`src/rtl/beta_if_stage.sv`:
```
`default_nettype none
// +----------------------------------------------------------------------+
// | beta_if_stage : instruction fetch stage (PC, req/gnt/rvalid fetch,    |
// |                 redirect handling, delivery to decode)               |
// | Revision: 1.0                                                        |
// +----------------------------------------------------------------------+
module beta_if_stage #(
  parameter int                    DATA_WIDTH = 32,
  parameter logic [DATA_WIDTH-1:0] BOOT_ADDR  = 32'h0000_0000
) (
  input  logic                  clk_i,
  input  logic                  rst_i,
  output logic                  imem_req_o,
  output logic [DATA_WIDTH-1:0] imem_addr_o,
  input  logic                  imem_gnt_i,
  input  logic                  imem_rvalid_i,
  input  logic [31:0]           imem_rdata_i,
  input  logic                  if_branch_taken_i,
  input  logic [DATA_WIDTH-1:0] if_branch_target_i,
  input  logic                  dec_stage_busy_i,
  output logic [31:0]           if_instr_o,
  output logic [DATA_WIDTH-1:0] if_pc_o,
  output logic [DATA_WIDTH-1:0] if_next_pc_o,
  output logic                  if_new_instr_o,
  output logic                  if_stage_busy_o,
  output logic [31:0]           if_fetch_count_o
);

  localparam logic [31:0]           c_nop_instr  = 32'h0000_0013;
  localparam logic [DATA_WIDTH-1:0] c_pc_step    = DATA_WIDTH'(4);
  localparam logic [DATA_WIDTH-1:0] c_align_mask = DATA_WIDTH'(3);

  typedef enum logic [2:0] {
    S_IDLE    = 3'd0,
    S_REQ     = 3'd1,
    S_WAIT    = 3'd2,
    S_DELIVER = 3'd3,
    S_HOLD    = 3'd4
  } state_e;

  state_e                state_q, state_d;
  logic [DATA_WIDTH-1:0] pc_q, pc_d;
  logic [DATA_WIDTH-1:0] if_pc_q, if_pc_d;
  logic [31:0]           instr_q, instr_d;
  logic                  redir_q, redir_d;
  logic [DATA_WIDTH-1:0] redir_tgt_q, redir_tgt_d;
  logic                  discard_q, discard_d;
  logic [31:0]           count_q, count_d;
  logic                  req_q, req_d;
  logic                  new_instr_q, new_instr_d;
  logic                  busy_q, busy_d;
  logic [DATA_WIDTH-1:0] w_tgt_in;
  logic [DATA_WIDTH-1:0] w_pc_plus4;

  assign w_tgt_in   = if_branch_target_i & ~c_align_mask;
  assign w_pc_plus4 = pc_q + c_pc_step;

  always_comb begin
    state_d     = state_q;
    pc_d        = pc_q;
    if_pc_d     = if_pc_q;
    instr_d     = instr_q;
    redir_d     = redir_q;
    redir_tgt_d = redir_tgt_q;
    discard_d   = discard_q;
    count_d     = count_q;

    if (if_branch_taken_i) begin
      redir_d     = 1'b1;
      redir_tgt_d = w_tgt_in;
    end

    case (state_q)
      S_IDLE: state_d = S_REQ;
      S_REQ: begin
        if (if_branch_taken_i) discard_d = 1'b1;
        if (imem_gnt_i) state_d = S_WAIT;
      end
      S_WAIT: begin
        if (if_branch_taken_i) discard_d = 1'b1;
        if (imem_rvalid_i) begin
          // A redirect arriving with the data still kills it; newest target wins.
          if (discard_q || if_branch_taken_i) begin
            pc_d      = if_branch_taken_i ? w_tgt_in : redir_tgt_q;
            redir_d   = 1'b0;
            discard_d = 1'b0;
            state_d   = S_REQ;
          end else begin
            instr_d = imem_rdata_i;
            if_pc_d = pc_q;
            state_d = S_DELIVER;
          end
        end
      end
      S_DELIVER: begin
        count_d = count_q + 32'd1;
        state_d = S_HOLD;
      end
      S_HOLD: begin
        if (!dec_stage_busy_i) begin
          if (if_branch_taken_i) pc_d = w_tgt_in;
          else if (redir_q)      pc_d = redir_tgt_q;
          else                   pc_d = w_pc_plus4;
          redir_d = 1'b0;
          state_d = S_REQ;
        end
      end
      default: state_d = S_IDLE;
    endcase

    req_d       = (state_d == S_REQ);
    new_instr_d = (state_d == S_DELIVER);
    busy_d      = (state_d == S_REQ) || (state_d == S_WAIT);
  end

  always_ff @(posedge clk_i) begin
    if (rst_i) begin
      state_q     <= S_IDLE;
      pc_q        <= BOOT_ADDR;
      if_pc_q     <= BOOT_ADDR;
      instr_q     <= c_nop_instr;
      redir_q     <= 1'b0;
      redir_tgt_q <= '0;
      discard_q   <= 1'b0;
      count_q     <= '0;
      req_q       <= 1'b0;
      new_instr_q <= 1'b0;
      busy_q      <= 1'b0;
    end else begin
      state_q     <= state_d;
      pc_q        <= pc_d;
      if_pc_q     <= if_pc_d;
      instr_q     <= instr_d;
      redir_q     <= redir_d;
      redir_tgt_q <= redir_tgt_d;
      discard_q   <= discard_d;
      count_q     <= count_d;
      req_q       <= req_d;
      new_instr_q <= new_instr_d;
      busy_q      <= busy_d;
    end
  end

  assign imem_req_o       = req_q;
  assign imem_addr_o      = pc_q;
  assign if_instr_o       = instr_q;
  assign if_pc_o          = if_pc_q;
  assign if_next_pc_o     = if_pc_q + c_pc_step;
  assign if_new_instr_o   = new_instr_q;
  assign if_stage_busy_o  = busy_q;
  assign if_fetch_count_o = count_q;

endmodule
`default_nettype wire

```
`config.mk`:
```
export PLATFORM = sky130hd
export DESIGN_NAME = beta_if_stage
export DESIGN_NICKNAME = d
export VERILOG_FILES = /design/src/rtl/beta_if_stage.sv
export SDC_FILE = /design/constraint.sdc
export NUM_CORES = 1
export LEC_CHECK = 0
export ABC_AREA = 1
export BUFFER_PORTS_ARGS = -buffer_cell sky130_fd_sc_hd__buf_4
export CAP_MARGIN = 20
export CORE_MARGIN = 2
export CORE_UTILIZATION = 45
export CTS_CLUSTER_SIZE = 14
export DETAILED_ROUTE_END_ITERATION = 16
export PLACE_DENSITY = 0.7
export SLEW_MARGIN = 20
export SYNTH_ARGS = -nofsm -noshare
export SYNTH_HDL_FRONTEND = slang
export SYNTH_SLANG_ARGS = --single-unit
```
`constraint.sdc`:
```
create_clock -name clk_i -period 1.79 [get_ports clk_i]
set_input_delay 0.179 -clock clk_i [delete_from_list [all_inputs] [get_ports clk_i]]
set_output_delay 0.179 -clock clk_i [all_outputs]
set_load 0.01 [all_outputs]
```
==> metrics.yaml <==
logic_synthesis:
  synth_warnings: 0
  ys_top_cells_by_area: "dfxtp_1 (39%), nand2_1 (14%), nor2_1 (9.9%)"
  syn-cell-area_sq_um: 8520
  syn_area_per_cell_sq_um: 6.58
  syn_inst: 1296
  synth_top_area_cell: "dfxtp_1"
  async_flop_share: 0
  synth-main-ff-cell: "dfxtp_1"
  synth.most_common_cell: "nand2_1"
  synth-seq-cells: 168
  synthTopCellsByCount: "nand2_1 (317), nor2_1 (225), dfxtp_1 (168)"
  synth_cell_types: 41
  syn-num-nets: 1369
  yosysTopAreaCellShare: 0.395
  seq_area_frac_synth: 0.395
  synth_edf_count: 0
global_routing:
  grt_pass1_wl_mm: 46.0
  grt_max_degree: 91
  grt_usage: 0.284
  grt_antenna_before_repair: 0
  grt_overflow: 0
  grt_pass1_vias: 9161
hold_path:
  hold_path.class: "primary input to register"
route:
  drt_iter0_drc: 539
  num_vias: 9812
  wire_per_inst_microns: 16.1
  vias_per_cell: 5.22
  final_antenna_net_count: 0
  drt_wl_total_mm: 30.2
  dr.pass1.iters: 5
  drc: 0
worst_setup_path:
  cp_num_cells: 8
  endpoint_kind: "primary output"
  worst-endpoint-required_ns: 1.61
  path_buf_inv: 3
  max_stage_delay_ns: 0.37
  crit_chain: "buf_6, nand4_1, nor4_4, buf_4, nand2_2, nand2_1, nand2_1, buf_6"
  endpoint: "if_next_pc_o[30]"
  crit_family: "simple AND/OR/NAND/NOR gates"
  r2r-start: "imem_addr_o[3]"
  crit_path_start_kind: "register"
  crit_slowest_cell: "dfxtp_4"
  critical_path_arrival_ns: 1.98
  regToRegSetupSlack_ns: 0.12
  reg2reg_to: "imem_addr_o[30]"
  path_class: "register to primary output"
  critical_path.startpoint: "if_pc_o[12]"
  rr_worst_depth: 9
  path_max_fanout: 4
power:
  peakVddDrop_v: 0.000733
  sw_frac_of_total: 0.264
  switchingPower_uw: 2390
  p_per_area_nw_per_um2: 715
  clkPwrFrac: 0.434
  p_leak_uw: 0.00577
  p_seq_frac: 0.441
  pwr-share-comb: 0.126
  p_int_uw: 6680
placement:
  place_ws_ns: 0.0696
  port_buffers: 230
  placedCellCount: 1784
  dpl-instance-area_sq_um: 11000
  place.gp.congestion: 0.966
  hpwl_mm: 20.5
timing:
  finalSetupViolations: 23
  slew_headroom: 0.606
  clock_skew_ns: 0.0159
  rsz0062_at_grt: "true"
  setup_ws_ns: -0.367
  fmax_mhz: 464
  final.min_clock_period_ns: 2.16
  tightestPinTransition_ns: 0.590
  hold_violations: 0
  drv_slew: 0
  fin_setup_tns_ns: -3.95
  whs_ns: 0.0206
  fin_crit_sh: 1.20
floorplanning:
  initial_core_util: 0.457
  fp.coreArea_sq_um: 18600
  die-area_sq_um: 20100
  rows: 50
  die_x_microns: 142
  die_h_microns: 142
  io_pins: 233
cells_and_area:
  diodes: 0
  multi_input_area_sq_um: 4930
  nNetsFinal: 1704
  fin_cells: 1878
  stdcell_area_sq_um: 12700
  syn_to_final_growth_pct: 48.9
  regArea_sq_um: 3430
  drive_above_1_share: 0.300
  fillers: 1609
cts:
  tritoncts: "built"
  clock_latency_ns: 0.43
  numClockSinks: 168
  cts_htree_levels: 4
  clkTransAtPathRegs_ns: 0.07
  cts_buffers: 17
  clock-root-buffer: "clkbuf_16"
  cts_buffer_depth: 2
status:
  violations: "setup timing"
  outcome: "finished with violations"
flow_run:
  cap_violations: 0
-- worst register-to-register path, delay by kind of cell, from the launching register on --
| kind | cells | cell delay, ns |
|---|---|---|
| AOI/OAI and AO/OA | 1 | 0.06 |
| adders and majority gates | 1 | 0.17 |
| buffers and inverters | 1 | 0.12 |
| DFF | 1 | 0.33 |
| and+or+nand+nor | 6 | 0.87 |
-- repair_timing --
item	in CTS	in global routing
endpoints found under the hold margin	32	0
pin swaps	24	36
setup buffers	13	16
gates cloned	0	1
hold buffers	32	0
gates resized for setup	92	66
endpoints found under the setup margin	25	52
-- layout make-up --
cell class / count / share of cell area
clock buffers: 19 / 0.0349
clock inverters: 13 / 0.0143
inverters: 103 / 0.0310
flip-flops and latches: 168 / 0.270
repair buffers: 371 / 0.239
multi-input cells: 970 / 0.388
well taps: 234 / 0.0231
-- flip-flops by register name (all words and copies together), names as in the netlist --
signal	count
imem_req_o	1
if_pc_o	32
redir_q	1
imem_addr_o	32
redir_tgt_q	32
state_q	3
if_fetch_count_o	32
if_instr_o	32
discard_q	1
if_stage_busy_o	1
if_new_instr_o	1
-- cells in the final DEF (no fill, tap or decap), types with 2 or more instances in the layout --
master / count
buf_4: 318
nand2_1: 295
nor2_1: 203
dfxtp_1: 141
o21ai_0: 126
a21oi_1: 121
inv_1: 90
nand3_1: 67
dlygate4sd3_1: 32
nor2_4: 22
xor2_1: 22
clkbuf_16: 18
nand4_1: 16
dfxtp_2: 14
nand2_2: 13
dfxtp_4: 13
nand2_4: 12
buf_6: 12
inv_2: 10
nor2_2: 10
buf_12: 8
nor3_1: 7
xnor2_1: 5
nand3b_1: 5
o21ai_1: 5
inv_6: 5
nor3_2: 4
nor4_4: 4
o22ai_1: 4
nand3_4: 3
nor3_4: 3
inv_4: 3
xnor2_2: 3
bufinv_16: 3
nand3_2: 2
o21ai_2: 2
ha_1: 2
inv_8: 2
clkinv_4: 2
-- per-layer routing --
metal  track usage  share of wire  vias to the layer above
li1              -              -                     4873
met1         0.336           0.40                     4551
met2         0.512           0.51                      337
met3        0.0641          0.067                       51
met4        0.0900          0.027                        0
met5             0              0                        -
-- how the worst min path moves through the flow --
stage                      startpoint              end  slack [ns]  cells after the start
2_1_floorplan         imem_rdata_i[0]    if_instr_o[0]        0.31                      2
3_3_place_gp          imem_rdata_i[1]    if_instr_o[1]        0.39                      3
3_5_place_dp          imem_rdata_i[4]    if_instr_o[4]        0.40                      3
4_1_cts        if_branch_target_i[12]  redir_tgt_q[12]        0.01                      3
5_1_grt        if_branch_target_i[16]  redir_tgt_q[16]        0.03                      3
6_report       if_branch_target_i[12]  redir_tgt_q[12]        0.02                      3
-- power groups by stage --
stage                     Combinational, uW  Sequential, uW  Clock [uW]
after floorplan                         466            4110           0
after global placement                 1030            4080           0
after detailed placement               1050            4090           0
after CTS                              1110            4000        3970
after global routing                   1240            4010        4120
final                                  1140            4000        3930
-- cells by family (layout without fill, tap and decap cells) --
| family | count (synthesis) | in the layout | synth area share |
|---|---|---|---|
| and+or+nand+nor | 671 | 671 | 0.332 |
| DFF | 168 | 168 | 0.395 |
| xor gates and xnor gates | 30 | 30 | 0.0308 |
| buffers and inverters | 158 | 506 | 0.0782 |
| AOI/OAI and AO/OA | 266 | 266 | 0.160 |
| adders and majority gates | 3 | 3 | 0.00440 |
-- metrics by stage --
stage,utilization,total power (uW)
after global routing,0.681,9370
after CTS,0.659,9090
after detailed placement,0.588,5130
final,0.681,9070
after global placement,0.588,5120
after floorplan,-,4570
(Power assumes the default switching activity.)
